**src/rtl/uart_pkg.sv**
```systemverilog
// Shared types and default constants for the FIFO-to-UART drain path.
package uart_pkg;

   typedef enum logic [2:0] {
      IDLE,
      START,
      DATA,
      PARITY,
      STOP
   } tx_state_t;

   // 50 MHz CLOCK_50 divided down to 115200 baud
   localparam int CLKS_PER_BIT_50M_115200 = 434;
   localparam int UART_DATA_WIDTH         = 8;

endpackage

```
**src/rtl/baud_counter.sv**
```systemverilog
// Bit-time divider: counts 0..CLKS_PER_BIT-1 and flags the terminal count.
// Held at zero while clear is high, so every bit time starts aligned to the
// cycle that clear drops.
module baud_counter #(
   parameter int CLKS_PER_BIT = 434
) (
   input  logic clk,
   input  logic reset,
   input  logic clear,
   output logic tick
);

   localparam int            CW   = $clog2(CLKS_PER_BIT);
   localparam logic [CW-1:0] LAST = CW'(CLKS_PER_BIT - 1);

   logic [CW-1:0] cnt;

   assign tick = !clear && (cnt == LAST);

   // wrap on the terminal count so the next state starts its bit at 0
   always_ff @(posedge clk or posedge reset) begin
      if (reset)
         cnt <= '0;
      else if (clear || tick)
         cnt <= '0;
      else
         cnt <= cnt + CW'(1);
   end

endmodule

```
**src/rtl/fifo_uart_tx.sv**
```systemverilog
// Pops the 16x8 FIFO one entry at a time and serializes each entry as a UART
// frame (start, LSB-first data, optional even parity, 1 or 2 stop bits).
// read, tx and done are decoded from the registered state, so a reset drops
// the line high in the same cycle it is asserted.
module fifo_uart_tx
   import uart_pkg::*;
#(
   parameter int DATA_WIDTH   = UART_DATA_WIDTH,
   parameter int CLKS_PER_BIT = CLKS_PER_BIT_50M_115200,
   parameter int PARITY_EN    = 0,
   parameter int STOP_BITS    = 1
) (
   input  logic                  clk,
   input  logic                  reset,
   input  logic                  enable,
   input  logic                  empty,
   input  logic [DATA_WIDTH-1:0] outputBus,
   output logic                  read,
   output logic                  tx,
   output logic                  busy,
   output logic                  done,
   output logic [7:0]            frame_count
);

   // bit counter also counts stop bits, which never exceeds DATA_WIDTH
   localparam int            BW        = $clog2(DATA_WIDTH);
   localparam logic [BW-1:0] LAST_DATA = BW'(DATA_WIDTH - 1);
   localparam logic [BW-1:0] LAST_STOP = BW'(STOP_BITS - 1);

   tx_state_t             state, state_n;
   logic [DATA_WIDTH-1:0] shreg, shreg_n;
   logic                  par_q, par_n;
   logic [BW-1:0]         bit_cnt, bit_cnt_n;
   logic                  tick;

   // counter idles at zero so START gets a full bit time after the pop
   baud_counter #(
      .CLKS_PER_BIT(CLKS_PER_BIT)
   ) u_baud (
      .clk  (clk),
      .reset(reset),
      .clear(state == IDLE),
      .tick (tick)
   );

   assign busy = (state != IDLE);

   // next-state, datapath updates and line outputs
   always_comb begin
      state_n   = state;
      shreg_n   = shreg;
      par_n     = par_q;
      bit_cnt_n = bit_cnt;
      read      = 1'b0;
      tx        = 1'b1;
      done      = 1'b0;
      case (state)
         IDLE: begin
            // reset gates the pop so no entry is consumed while held
            if (enable && !empty && !reset) begin
               read      = 1'b1;
               shreg_n   = outputBus;
               par_n     = ^outputBus;
               bit_cnt_n = '0;
               state_n   = START;
            end
         end
         START: begin
            tx = 1'b0;
            if (tick)
               state_n = DATA;
         end
         DATA: begin
            tx = shreg[0];
            if (tick) begin
               shreg_n = shreg >> 1;
               if (bit_cnt == LAST_DATA) begin
                  bit_cnt_n = '0;
                  state_n   = (PARITY_EN != 0) ? PARITY : STOP;
               end else begin
                  bit_cnt_n = bit_cnt + BW'(1);
               end
            end
         end
         PARITY: begin
            tx = par_q;
            if (tick)
               state_n = STOP;
         end
         STOP: begin
            if (tick) begin
               if (bit_cnt == LAST_STOP) begin
                  done      = 1'b1;
                  bit_cnt_n = '0;
                  state_n   = IDLE;
               end else begin
                  bit_cnt_n = bit_cnt + BW'(1);
               end
            end
         end
         default: state_n = IDLE;
      endcase
   end

   // state, shift register and frame counter
   always_ff @(posedge clk or posedge reset) begin
      if (reset) begin
         state       <= IDLE;
         shreg       <= '0;
         par_q       <= 1'b0;
         bit_cnt     <= '0;
         frame_count <= 8'd0;
      end else begin
         state   <= state_n;
         shreg   <= shreg_n;
         par_q   <= par_n;
         bit_cnt <= bit_cnt_n;
         if (done)
            frame_count <= frame_count + 8'd1;
      end
   end

endmodule

```
**config.mk**
```make
export PLATFORM = sky130hd
export DESIGN_NAME = fifo_uart_tx
export DESIGN_NICKNAME = d
export VERILOG_FILES = /design/src/rtl/uart_pkg.sv /design/src/rtl/baud_counter.sv /design/src/rtl/fifo_uart_tx.sv
export SDC_FILE = /design/constraint.sdc
export NUM_CORES = 1
export LEC_CHECK = 0
export BUFFER_PORTS_ARGS = -buffer_cell sky130_fd_sc_hd__buf_2
export CORE_MARGIN = 4
export CORE_UTILIZATION = 40
export CTS_CLUSTER_DIAMETER = 120
export CTS_CLUSTER_SIZE = 25
export DETAILED_ROUTE_END_ITERATION = 8
export PLACE_DENSITY = 0.6
export SLEW_MARGIN = 20
export SYNTH_ARGS = -nofsm -noshare
export SYNTH_HDL_FRONTEND = slang
export SYNTH_HIERARCHICAL = 1
export SYNTH_SLANG_ARGS = --single-unit
```
**constraint.sdc**
```tcl
create_clock -name clk -period 5.9 [get_ports clk]
set_clock_uncertainty 0.05 [all_clocks]
set_input_delay 0 -clock clk [delete_from_list [all_inputs] [get_ports clk]]
set_output_delay 0 -clock clk [all_outputs]
set_load 0.1 [all_outputs]
```
==> key figures <==
Critical path
  – CP Class: reg -> out
  – Cell Chain, Critical Path: nor3_2, nor4_1, and2b_2, and4b_1, buf_2
  – Crit-path max FO: 15
  – Delay-heaviest family, CP: simple AND/OR/NAND/NOR gates
  – Worst setup EP type: output pin
  – FF-to-FF Start: state[0]
  – CP Launch Type: register
  – Slack of the worst reg-to-reg path: roughly 3 ns
  – Critical path origin: state[0]
  – Slowest-stage cell, CP: nor4_1
  – CP required: between 5 and 6 ns
  – WP buf/inv: 1
  – Critical Path AT: approximately 3.1 ns
  – Crit-path max cell delay: approximately 0.8 ns

Routing
  – Total routed wirelength: 3490 µm
  – Avg WL per Cell: between 10 and 15 µm
  – DRT Pass-1 Iters: 4
  – Residual DRC: 0
  – DR vias/cell: roughly 5.3
  – Detailed router's first-iteration violation count: 77
  – Final ANT Viol Nets: 0
  – Via count: between 1000 and 1500

GRT
  – Global Route met2 Usage: 21.5%
  – Met3 Usage GRT: under 10%
  – Most Crowded Layer GR: met2
  – First-pass GRT wire length: around 5900 µm
  – Vias in the first global route: about 1300
  – Gr ovfl total: 0
  – Total track usage: about 14%
  – Global Route met1 Usage: a little under a fifth
  – Initial antenna violation count: 0
  – Pin count of the biggest net entering global routing: 24

Placed design
  – IO buf count: 23
  – Routability cong.: 0.806
  – HPWL after detailed placement: around 2500 µm

Finish
  – # nets final: about 220
  – P&R area growth vs syn: 17.6%
  – # fillers: roughly 370
  – Share of post-route cells with drive strength above 1: between 20% and 30%
  – Diode count: 0
  – FF+latch area: 801 µm²
  – Final core utilization: 49.9%
  – Multi-input logic area: approximately 860 µm²

Timing
  – Worst Tran Pin Value: 0.920 ns
  – FMAX: ~0.32 GHz
  – Setup TNS: 0 ns
  – Fin. max-slew vios: 0
  – Hold slack: between 0.03 and 0.04 ns
  – Worst rel slew slack: just under 40%
  – Fin crit period: ~3.1 ns
  – Final hold viol count: 0
  – RSZ-0062 raised after global routing: no
  – Final setup viols: 0
  – Final period util: a little over half

Clock network
  – H-tree Lvls: 2
  – CTS root buf: clkbuf_8
  – Worst-Skew Late Latency: ~0.28 ns
  – Worst-case clock buffer depth: 2
  – TritonCTS clock tree: yes
  – Clk sinks: 32
  – CTS buffer count: 5
  – Clock-pin slew on the worst setup and hold paths: ~0.060 ns

Floorplanning
  – Die area: roughly 5500 µm²
  – Die width: 74.1 µm
  – I/O pins: 24
  – Initial Util: between 40% and 50%
  – Die Y: 74.1 µm
  – Rows: 23
  – Total core area: 4120 µm²

Power
  – Clk pwr share: approximately a quarter
  – Seq pwr share: roughly half
  – Switching Share: 33.5%
  – Comb pwr share: 24.9%
  – Peak VDD IR: roughly 0.14 mV
  – Sw Pwr: approximately 0.20 mW
  – Internal Power: just over 0.4 mW
  – P_leak: a little over 0.9 nW
  – Power per cell area: approximately 300 nW/µm²

Synth
  – Yosys cell types: 53
  – Mapped Nets: between 150 and 200
  – Post-synth EDFFs: 0
  – Synth warn: 6
  – Synth Flop Type: dfrtp_1
  – Post-synthesis sequential area ratio: 45.9%
  – Cell count after synthesis: 172
  – Mean Syn Cell Area: between 10 and 15 µm²
  – Cell Area, Synth: between 1500 and 2000 µm²
  – #FFs+latches synth: 32
  – Asr flop ratio synth: 100%

Worst hold path
  – Hold wc startpoint: outputBus[0]
  – Hold WC Path Type: in -> reg

Outcome
  – Outcome: completed

Run
  – Total of max-cap violations: 0
-- logic make-up after synthesis --
group / after synthesis / share of synthesized area [%]
buf+inv: 20 / 4.73
simple gates: 62 / 20.1
mux: 3 / 1.94
compound gates: 31 / 13.8
flops: 32 / 45.9
fa+ha+maj: 7 / 4.95
xor+xnor: 17 / 8.53
-- synth_stat cells, types with 2 or more instances --
master | count | area, µm²
nand2_1 | 9 | 33.8
nor3_2 | 2 | 20.0
nor3b_1 | 2 | 15.0
nor2_1 | 18 | 67.6
nand2b_1 | 3 | 18.8
ha_1 | 6 | 75.1
o21ai_0 | 2 | 10.0
clkbuf_1 | 2 | 7.51
inv_1 | 13 | 48.8
nand3_1 | 6 | 30.0
mux2_2 | 2 | 22.5
xor2_1 | 3 | 26.3
xnor2_1 | 14 | 123
a31oi_1 | 4 | 25.0
nand4_1 | 5 | 31.3
o22ai_1 | 7 | 43.8
or3_1 | 2 | 12.5
or3b_1 | 2 | 17.5
nor3_1 | 2 | 10.0
dfrtp_1 | 32 | 801
a21oi_1 | 2 | 10.0
buf_2 | 3 | 15.0
-- sequential cells by signal, summed over array words and instances, names as in the netlist --
register,count
bit_cnt,3
state,3
par_q,1
shreg,8
u_baud/cnt,9
frame_count,8
-- layout make-up --
type,count,area share [%]
Inverter,14,2.56
Clock buffer,5,3.35
Tap cell,50,3.05
Timing Repair Buffer,32,10.0
Sequential cell,32,39.0
Multi-Input combinational cell,120,42.0
-- power by group through the flow --
stage / Sequential (mW) / Combinational (mW) / Clock [mW]
after floorplan: 0.303 / 0.124 / 0
after global placement: 0.314 / 0.142 / 0
after detailed placement: 0.316 / 0.147 / 0
after CTS: 0.312 / 0.153 / 0.151
after global routing: 0.318 / 0.168 / 0.161
final: 0.312 / 0.151 / 0.145
-- tightest hold or removal path: stages --
cell,delay (ns)
buf_2,0.10
o22ai_1,0.08
a31oi_1,0.13
-- cells in the final DEF (no fill, tap or decap), types with 2 or more instances in the layout --
master | Yosys | layout
dfrtp_1 | 32 | 32
buf_2 | 3 | 23
nor2_1 | 18 | 18
xnor2_1 | 14 | 14
inv_1 | 13 | 13
nand2_1 | 9 | 9
dlygate4sd3_1 | 0 | 9
o22ai_1 | 7 | 7
nand3_1 | 6 | 6
ha_1 | 6 | 6
nand4_1 | 5 | 5
clkbuf_8 | 0 | 5
a31oi_1 | 4 | 4
nand2b_1 | 3 | 3
xor2_1 | 3 | 3
nor3b_1 | 2 | 2
nor3_2 | 2 | 2
or3b_1 | 2 | 2
nor3_1 | 2 | 2
a21oi_1 | 2 | 2
o21ai_0 | 2 | 2
mux2_2 | 2 | 2
or3_1 | 2 | 2
-- metal layers --
metal,part of all wire (%),vias up
met4,1.5,0
met1,49,642
li1,-,675
met5,0,-
met3,3.5,6
met2,46,13
-- repair_timing --
action / CTS / global route
buffers inserted: 0 / 0
hold endpoints to repair: 39 / 0
hold buffers: 9 / 0
resized for setup: 0 / 0
-- final timing paths --
check,end,cells past startpoint
max,done,5
min,shreg[0],3
max reg2reg,bit_cnt[1],6
min reg2reg,frame_count[7],1
max in group asynchronous,frame_count[4],3
min in group asynchronous,u_baud/cnt[5],3
-- metrics by stage --
| step | setup slack (ns) | total power [mW] | cells | area [µm²] |
|---|---|---|---|---|
| after global routing | 2.55 | 0.647 | 253 | 2050 |
| after CTS | 2.79 | 0.616 | 253 | 2050 |
| final | 2.78 | 0.609 | 253 | 2050 |
| after detailed placement | 3.07 | 0.463 | 239 | 1890 |
| after floorplan | 3.01 | 0.427 | 172 | 1750 |
| after global placement | 3.17 | 0.456 | 239 | 1890 |
Power figures use the tool's default switching activity.
